<file path="config.mk">
export PLATFORM = sky130hd
export DESIGN_NAME = alu_seq
export DESIGN_NICKNAME = d
export VERILOG_FILES = /design/src/rtl/alu_seq.sv
export SDC_FILE = /design/constraint.sdc
export NUM_CORES = 1
export LEC_CHECK = 0
export ABC_CLOCK_PERIOD_IN_PS = 2360
export BUFFER_PORTS_ARGS = -buffer_cell sky130_fd_sc_hd__clkbuf_2
export CAP_MARGIN = 20
export CORE_ASPECT_RATIO = 0.9
export CORE_MARGIN = 8
export CORE_UTILIZATION = 55
export DETAILED_ROUTE_END_ITERATION = 6
export GPL_TIMING_DRIVEN = 1
export PLACE_DENSITY = 0.77
export SYNTH_ARGS = -nofsm -noshare
export SYNTH_HDL_FRONTEND = slang
export SYNTH_SLANG_ARGS = --single-unit
</file>
<file path="constraint.sdc">
create_clock -name clk -period 2.36 [get_ports clk]
set_input_delay 0.236 -clock clk [delete_from_list [all_inputs] [get_ports clk]]
set_output_delay 0.236 -clock clk [all_outputs]
set_load 0.1 [all_outputs]
</file>
<file path="src/rtl/alu_seq.sv">
// Multi-cycle 8-bit execution unit feeding the register file write port.
// Latches operands on START, runs one of eight ops, then pulses WE/DONE for write-back.
module alu_seq #(
    parameter int unsigned W = 8
) (
    input  logic         clk,
    input  logic         rst_n,
    input  logic         START,
    input  logic [2:0]   OP,
    input  logic [W-1:0] DOA,
    input  logic [W-1:0] DOB,
    output logic [W-1:0] RES,
    output logic         WE,
    output logic         DONE,
    output logic         BUSY,
    output logic         ZF,
    output logic         CF,
    output logic         NF
);

    localparam logic [2:0] OpAdd = 3'b000;
    localparam logic [2:0] OpSub = 3'b001;
    localparam logic [2:0] OpAnd = 3'b010;
    localparam logic [2:0] OpOr  = 3'b011;
    localparam logic [2:0] OpXor = 3'b100;
    localparam logic [2:0] OpShl = 3'b101;
    localparam logic [2:0] OpShr = 3'b110;
    localparam logic [2:0] OpMul = 3'b111;

    // Multiply runs W steps; the counter counts down to zero inclusive.
    localparam logic [2:0] MulSteps = 3'(W - 1);

    typedef enum logic [1:0] {StIdle, StExec, StWb} state_e;

    state_e         state_q, state_d;
    logic [2:0]     op_q, op_d;
    logic [W-1:0]   a_q, a_d;
    logic [W-1:0]   b_q, b_d;
    logic [W-1:0]   acc_q, acc_d;
    logic [2:0]     cnt_q, cnt_d;
    logic [2*W-1:0] prod_q, prod_d;
    logic [W-1:0]   res_q, res_d;
    logic           zf_q, zf_d;
    logic           cf_q, cf_d;
    logic           nf_q, nf_d;

    logic [W-1:0]   exec_res;
    logic           exec_cf;
    logic           exec_last;
    logic [W:0]     mul_sum;
    logic [2*W-1:0] mul_next;

    always_ff @(posedge clk) begin
        if (!rst_n) begin
            state_q <= StIdle;
            op_q    <= '0;
            a_q     <= '0;
            b_q     <= '0;
            acc_q   <= '0;
            cnt_q   <= '0;
            prod_q  <= '0;
            res_q   <= '0;
            zf_q    <= 1'b0;
            cf_q    <= 1'b0;
            nf_q    <= 1'b0;
        end else begin
            state_q <= state_d;
            op_q    <= op_d;
            a_q     <= a_d;
            b_q     <= b_d;
            acc_q   <= acc_d;
            cnt_q   <= cnt_d;
            prod_q  <= prod_d;
            res_q   <= res_d;
            zf_q    <= zf_d;
            cf_q    <= cf_d;
            nf_q    <= nf_d;
        end
    end

    always_comb begin
        state_d   = state_q;
        op_d      = op_q;
        a_d       = a_q;
        b_d       = b_q;
        acc_d     = acc_q;
        cnt_d     = cnt_q;
        prod_d    = prod_q;
        res_d     = res_q;
        zf_d      = zf_q;
        cf_d      = cf_q;
        nf_d      = nf_q;
        exec_res  = '0;
        exec_cf   = 1'b0;
        exec_last = 1'b0;

        // Shift-add step: add A into the upper half when the multiplier LSB is set, shift right.
        mul_sum  = {1'b0, prod_q[2*W-1:W]} + (prod_q[0] ? {1'b0, a_q} : '0);
        mul_next = {mul_sum, prod_q[W-1:1]};

        unique case (state_q)
            StIdle: begin
                if (START) begin
                    state_d = StExec;
                    op_d    = OP;
                    a_d     = DOA;
                    b_d     = DOB;
                    acc_d   = DOA;
                    cnt_d   = (OP == OpMul) ? MulSteps : DOB[2:0];
                    prod_d  = {{W{1'b0}}, DOB};
                end
            end
            StExec: begin
                unique case (op_q)
                    OpAdd: begin
                        {exec_cf, exec_res} = {1'b0, a_q} + {1'b0, b_q};
                        exec_last = 1'b1;
                    end
                    OpSub: begin
                        exec_res  = a_q - b_q;
                        exec_cf   = (a_q < b_q);
                        exec_last = 1'b1;
                    end
                    OpAnd: begin
                        exec_res  = a_q & b_q;
                        exec_last = 1'b1;
                    end
                    OpOr: begin
                        exec_res  = a_q | b_q;
                        exec_last = 1'b1;
                    end
                    OpXor: begin
                        exec_res  = a_q ^ b_q;
                        exec_last = 1'b1;
                    end
                    OpShl: begin
                        if (cnt_q != 3'd0) begin
                            {exec_cf, exec_res} = {acc_q, 1'b0};
                            acc_d = exec_res;
                            cnt_d = cnt_q - 3'd1;
                        end else begin
                            exec_res = acc_q;
                        end
                        exec_last = (cnt_q <= 3'd1);
                    end
                    OpShr: begin
                        if (cnt_q != 3'd0) begin
                            {exec_res, exec_cf} = {1'b0, acc_q};
                            acc_d = exec_res;
                            cnt_d = cnt_q - 3'd1;
                        end else begin
                            exec_res = acc_q;
                        end
                        exec_last = (cnt_q <= 3'd1);
                    end
                    OpMul: begin
                        prod_d    = mul_next;
                        exec_res  = mul_next[W-1:0];
                        exec_cf   = |mul_next[2*W-1:W];
                        cnt_d     = cnt_q - 3'd1;
                        exec_last = (cnt_q == 3'd0);
                    end
                endcase
                // Result and flags load only on the edge entering WB, so they hold through EXEC.
                if (exec_last) begin
                    state_d = StWb;
                    res_d   = exec_res;
                    cf_d    = exec_cf;
                    zf_d    = (exec_res == '0);
                    nf_d    = exec_res[W-1];
                end
            end
            StWb: begin
                state_d = StIdle;
            end
            default: begin
                state_d = StIdle;
            end
        endcase
    end

    assign RES  = res_q;
    assign ZF   = zf_q;
    assign CF   = cf_q;
    assign NF   = nf_q;
    assign WE   = (state_q == StWb);
    assign DONE = (state_q == StWb);
    assign BUSY = (state_q != StIdle);

endmodule

</file>
==> results.md, run 1 <==
- VDD IR max: 0.4469 mV
- Switching Share: 36.54%
- Headroom to the max-slew limit: 62.71%
- NumNets Final: 724
- Placed Instances: 751
- Final std cells w/o fill: between 700 and 800
- Tcrit/Tclk final: 102.3%
- TritonCTS buffer count: 9
- Startpoint types: register
- CP Capture Type: register
- Post-synthesis sequential area ratio: 25.97%
- HPWL after detailed placement: 11.19 mm
- Maximum clock insertion buffer count: 2
- WP data arrival: about 2700 ps
- Layout area overhead: 22.44%
- Mapped Area: 4472 µm²
- Vias per cell: 6.301
- Fin crit period: 2415 ps
- P per Cell Area: ~580 nW/µm²
- Critical path depth in cells: 10
- Iteration-0 DRC Markers: 552
- Setup Crit Path Kind: reg2reg
- CTS tree: done
- DR pass1 iterations: 6
- LEAKAGE: ~0.0023 µW
- CTS HTree Levels: 3
- Worst hold path stage count: 3
- Sequential share of power: 35.0%
- Clk pwr share: 34.0%
- Final Max Slew Viols: 0
- Multi-input gate area: about 3200 µm²
- RSZ-0062 raised after global routing: yes
- Placed Area: 5045 µm²
- Reg clk slew, reported paths: 80 ps
- Max Cap Viol: 0
- Die W: 111.0 µm
- Worst hold path type: in2reg
- Number of clock sinks: 58
- Register area: between 1000 and 1500 µm²
- Routed WL: 15.30 mm
- Buffers on Ports: 35
- Cell taking the most area after synthesis: dfxtp_1
- Overall Global Routing Usage: 26.58%
- NetSw: 1170 µW
- Cell mode on critical path: o21bai_1
- Status: finished with violations
- Mapped Nets: 658
- Layout cells sized above 1: between 20% and 30%
- Final Hold Viols: 0
- Cell internal pwr: 2032 µW
- Bufs and invs on worst path: 0
- EDFF count, synth: 0
- Inserted Diodes: 0
- CTS root buf: clkbuf_8
- Crit path largest cell delay: 370 ps
- Hold_ws: between 100 and 150 ps
- IO Pins: 36
- Largest net degree at the start of global routing: 52
- Avg WL per Cell: 19.92 µm
- Top-area cell type share of the netlist area: 25.97%
- Initial Utilization: between 50% and 60%
- Logic pwr share: 31.0%
- First-pass GRT wire length: 24.13 mm
- Required time of the critical path: between 2000 and 3000 ps
- FMAX: slightly above 400 MHz
- Crit-path max FO: 4
- Yosys reg bits: 58
- Setup violations, final: 1
- Area contributors post-synth: dfxtp_1, ha_1, nand2_1, a21oi_1, nor2_1
- CP max stage cell: fa_2
- Design Area, Final: between 5000 and 6000 µm²
- Syn_area_per_cell: 7.478 µm²
- Initial antenna violation count: 0
- Grt ovf: 0
- Failing checks: negative setup slack
- Pre-CTS WS: -138.7 ps
- Fillers: 678
- Final antenna-violating net count: 0
- Core Box Area: 7990 µm²
- Post-Synthesis Cells: 598
- Die Footprint: 11,280 µm²
- Least-Margin Pin Slew: 561.8 ps
- Worst clock skew: 11.76 ps
- Die H: 101.5 µm
- Clk Latency, worst-skew pair: 350 ps
- GP Congestion: 0.9186
- Yosys cell types: 72
- Vias in the first global route: approximately 4.7k
- DRC: 0
- Ys Warns: 0
- Row cnt: 31
- Primary FF master, synth: dfxtp_1
- CP top delay family: compound AO/OA/AOI/OAI gates
- CTS Hold Bufs: 0
- Final worst slack: -54.96 ps
- Crit path cell chain: and2_4, ha_4, fa_2, a211oi_2, o21bai_1, a21oi_2, o21bai_1, a21oi_1, a41oi_1, o31a_1
- Worst Reg-to-Reg Cells: 10
- Via count: 4,839
- Ys async rst share: 0%
[flip-flops by register name, indices dropped and copies added, names as in the netlist]
signal,cells
ZF,1
a_q,8
CF,1
b_q,8
prod_q,16
cnt_q,3
acc_q,8
RES,8
state_q,2
op_q,3
[per-stage QoR]
step / utilization [%] / total power, µW / TNS [ps]
2_1_floorplan: - / 1738 / 0
3_3_place_gp: 63.14 / 2030 / -114.3
3_5_place_dp: 63.14 / 2048 / -292.4
4_1_cts: 66.38 / 3129 / -26.26
5_1_grt: 68.52 / 3336 / -247.0
6_report: 68.52 / 3202 / -54.96
[synthesized netlist by cell type, drive strengths merged, types with 3 or more instances]
cell    count
ha         35
a31oi       9
o21bai      4
dfxtp      58
nand3      19
o22ai       5
mux2i      12
and2       12
a211o       3
a211oi     16
and3        3
a22o        3
nor2b      12
o211ai      3
a311oi     13
a21o        6
o21ai      19
a21oi      53
nor2       51
buf        21
o221ai      3
or3         3
nor3       13
o31ai       3
nand4       5
nor4        3
clkbuf     19
o21a        4
nand2      97
nand3b      5
xnor2       5
fa          3
inv        34
nand2b      9
[timing repair]
item	CTS	global route
endpoints found under the setup margin	3	11
pin swaps	3	8
setup buffers	0	1
resized for setup	9	39
endpoints found under the hold margin	0	0
[worst register-to-register path: stages, from the launching register on]
cell and delay [ps]:
dfxtp_2 340, and2_4 160, ha_4 160, fa_2 370
a211oi_2 200, o21bai_1 130, a21oi_2 210, o21bai_1 100
a21oi_1 190, a41oi_1 140, o31a_1 300
[power groups by stage]
stage	sequential [µW]	combinational, µW	clock, µW
after floorplan	1180	558	0
after global placement	1130	900	0
after detailed placement	1130	915	0
after CTS	1110	927	1090
after global routing	1130	1070	1140
final	1120	992	1090
[worst paths after layout]
kind	start	endpoint	slack, ps
worst min-delay path	OP[0]	op_q[0]	110
worst max register to register	prod_q[0]	CF	-50
worst max-delay path	prod_q[0]	CF	-50
worst min register to register	prod_q[11]	prod_q[11]	480
[layout make-up]
class                           instances  share of cell area [%]
Sequential cell                        58                   21.44
Timing Repair Buffer                   95                   12.18
Clock buffer                            9                   2.262
Inverter                               35                   2.399
Clock inverter                          7                   1.874
Tap cell                               99                   2.262
Multi-Input combinational cell        465                   57.59
[cells by family (layout without fill, tap and decap cells)]
group,after synthesis,count (layout),synth area share (%)
simple gates,240,240,25.27
buf+inv,75,146,7.610
compound gates,167,167,25.46
xor+xnor,7,7,1.371
flops,58,58,25.97
mux,13,13,3.190
fa+ha+maj,38,38,11.14
[cell usage in the layout, fill, tap and decap left out, types with 18 or more instances in the layout]
| cell | Yosys | final |
|---|---|---|
| nand2_1 | 97 | 97 |
| buf_4 | 4 | 56 |
| nor2_1 | 51 | 50 |
| dfxtp_1 | 58 | 48 |
| a21oi_1 | 52 | 48 |
| clkbuf_2 | 0 | 35 |
| inv_1 | 33 | 29 |
| ha_1 | 35 | 27 |
| nand3_1 | 19 | 19 |
| o21ai_0 | 18 | 18 |
[metal layers]
layer  wire length [µm]  up-vias  track usage [%]
li1                   -     2249                -
met1               6420     2253            33.04
met5                  0        -                0
met4                452        0            10.54
met2               6948      296            43.41
met3               1476       41            6.690
(Power assumes the default switching activity.)
==> run 2, diff against run 1 <==
--- a/config.mk
+++ b/config.mk
@@ -14,6 +14,7 @@
 export DETAILED_ROUTE_END_ITERATION = 6
 export GPL_TIMING_DRIVEN = 1
 export PLACE_DENSITY = 0.77
+export RECOVER_POWER = 25
 export SYNTH_ARGS = -nofsm -noshare
 export SYNTH_HDL_FRONTEND = slang
 export SYNTH_SLANG_ARGS = --single-unit
==> results.md, run 2 (synthesis gave the netlist of run 1 again) <==
- DR pass1 iterations: 6 (unchanged)
- CP top delay family: compound AO/OA/AOI/OAI gates
- Crit path cell chain: and2_4, ha_4, fa_2, a211oi_2, o21bai_1, a21oi_2, o21bai_1, a21oi_1, a41oi_1, o31a_1
- DRC: 0 (unchanged)
- Reg clk slew, reported paths: 80 ps (about the same)
- Layout cells sized above 1: 23.02% (-1.6 points)
- Design Area, Final: 5459 µm² (-0.30%)
- CTS root buf: clkbuf_8
- RSZ-0062 raised after global routing: yes
- Die Footprint: 11,280 µm² (unchanged)
- Worst Reg-to-Reg Cells: 10 (unchanged)
- Flop2flop setup slack: -50 ps (about the same)
- HPWL after detailed placement: 11.19 mm (unchanged)
- First-pass GRT wire length: 24.13 mm (unchanged)
- IO Pins: 36 (unchanged)
- GP Congestion: 0.9186 (unchanged)
- Critical R2R Capture: CF
- Overall power: 3200 µW (about the same)
- CP Capture Type: register
- Initial Utilization: 55.97% (unchanged)
- Crit-path max FO: 4 (unchanged)
- TritonCTS buffer count: 9 (unchanged)
- Buffers on Ports: 35 (unchanged)
- VDD IR max: 0.4460 mV (-0.20%)
- CTS HTree Levels: 3 (unchanged)
- Vias in the first global route: 4,701 (unchanged)
- NumNets Final: 724 (unchanged)
- P per Cell Area: 586.1 nW/µm² (+0.23%)
- Failing checks: negative setup slack
- Clk Latency, worst-skew pair: 360 ps (about the same)
- Fin crit period: 2413 ps (-1.930 ps)
- Core Box Area: 7990 µm² (unchanged)
- Final Max Slew Viols: 0 (unchanged)
- CTS tree: done
- Required time of the critical path: 2600 ps (about the same)
- LEAKAGE: 0.002232 µW (-1.7%)
- Register area: 1174 µm² (unchanged)
- Multi-input gate area: 3153 µm² (unchanged)
- Least-Margin Pin Slew: 1230 ps (+667.9 ps)
- Largest net degree at the start of global routing: 52 (unchanged)
- Layout area overhead: 22.08%
- Commonest non-fill, non-tap cell in the layout: nand2_1
- Row cnt: 31 (unchanged)
- Max Cap Viol: 0 (unchanged)
- Inserted Diodes: 0 (unchanged)
- Initial antenna violation count: 0 (unchanged)
- Via count: 4,847 (+0.17%)
- Final antenna-violating net count: 0 (unchanged)
- Most frequent cells in the layout: nand2_1, buf_4, nor2_1
- Final worst slack: -53.03 ps (+1.930 ps)
- Max reg flops: 16 (unchanged)
- Status: finished with violations
- Grt ovf: 0 (unchanged)
- Tcrit/Tclk final: 102.2% (about the same)
- Setup Crit Path Kind: reg2reg
- Headroom to the max-slew limit: 18.38% (-44 points)
- Placed Area: 5045 µm² (unchanged)
- Fillers: 686 (+1.2%)
- Worst clock skew: 10.01 ps (-1.743 ps)
- Worst hold start: OP[0]
- CP max stage cell: fa_2
- Worst hold path stage count: 3 (unchanged)
- Worst hold path type: in2reg
- Maximum clock insertion buffer count: 2 (unchanged)
- FMAX: 414.4 MHz (about the same)
- Cell mode on critical path: o21bai_1
- Startpoint types: register
- Bufs and invs on worst path: 0 (unchanged)
- Routed WL: 15.34 mm (+0.25%)
- Number of clock sinks: 58 (unchanged)
- Overall Global Routing Usage: 26.58% (unchanged)
- WP data arrival: 2660 ps (about the same)
- Hold EP: op_q[0]
- Top reg by flops: prod_q
- Vias per cell: 6.311 (+0.17%)
- Crit path largest cell delay: 370 ps (about the same)
- Die W: 111.0 µm (unchanged)
- Final Hold Viols: 0 (unchanged)
- Iteration-0 DRC Markers: 529 (-4.2%)
- Critical R2R Launch: prod_q[0]
- Avg WL per Cell: 19.97 µm (+0.25%)
- Setup violations, final: 1 (unchanged)
- Die H: 101.5 µm (unchanged)
[run 2: cell count changes in the layout (fill, tap and decap cells not counted)]
cell,before,now
clkbuf_1,0,11
clkbuf_2,35,25
buf_4,56,55
[run 2: area by class of cell]
| type | instances | area share [%] |
|---|---|---|
| inverters | 35 | 2.407 |
| multi-input cells | 465 | 57.76 |
| flip-flops and latches | 58 | 21.50 |
| clock buffers | 9 | 2.269 |
| clock inverters | 7 | 1.879 |
| repair buffers | 95 | 11.92 |
| well taps | 99 | 2.269 |
[run 2: worst register-to-register path, delay by kind of cell, from the launching register on]
kind                     cells  cell delay [ps]
AO/OA/AOI/OAI                7             1270
AND/OR/NAND/NOR              1              160
flip-flops                   1              350
adder cells (fa/ha/maj)      2              530
[run 2: timing repair]
item                       in CTS  in global routing
pin swaps                       3                  8
gates resized for setup         9                 39
hold buffers                    0                  0
setup endpoints to repair       3                 11
buffers inserted                0                  1
[run 2: per-layer routing]
| metal | share of wire [%] | vias to the layer above | track usage (%) |
|---|---|---|---|
| met5 | 0 | - | 0 |
| met3 | 9.7 | 47 | 6.690 |
| li1 | - | 2254 | - |
| met2 | 45 | 300 | 43.41 |
| met1 | 42 | 2246 | 33.04 |
| met4 | 3.1 | 0 | 10.54 |
[run 2: worst max path at each step]
stage                     startpoint  to  slack, ps  cells after the start
after floorplan            prod_q[0]  CF         20                     10
after global placement     prod_q[0]  CF        -70                     10
after detailed placement   prod_q[0]  CF       -140                     10
after CTS                  prod_q[0]  CF        -30                     10
after global routing       prod_q[0]  CF       -170                     10
final                      prod_q[0]  CF        -50                     10
[run 2: power by group]
part	total, µW	switching (µW)	internal (µW)	leakage [µW]
logic	990	607	383	0.00164
registers	1120	79.5	1040	0.000479
clock network	1090	485	603	0.000110
[run 2: through the flow]
step	TNS, ps	setup slack (ps)	utilization (%)	instances	hold slack, ps
global route	-247.1	-170.0	68.32	768	110.9
finish	-53.03	-53.03	68.32	768	102.7
global placement	-114.3	-68.05	63.14	751	461.3
detailed placement	-292.4	-138.7	63.14	751	472.9
floorplan	0	15.82	-	598	357.7
CTS	-26.26	-26.26	66.38	767	105.5
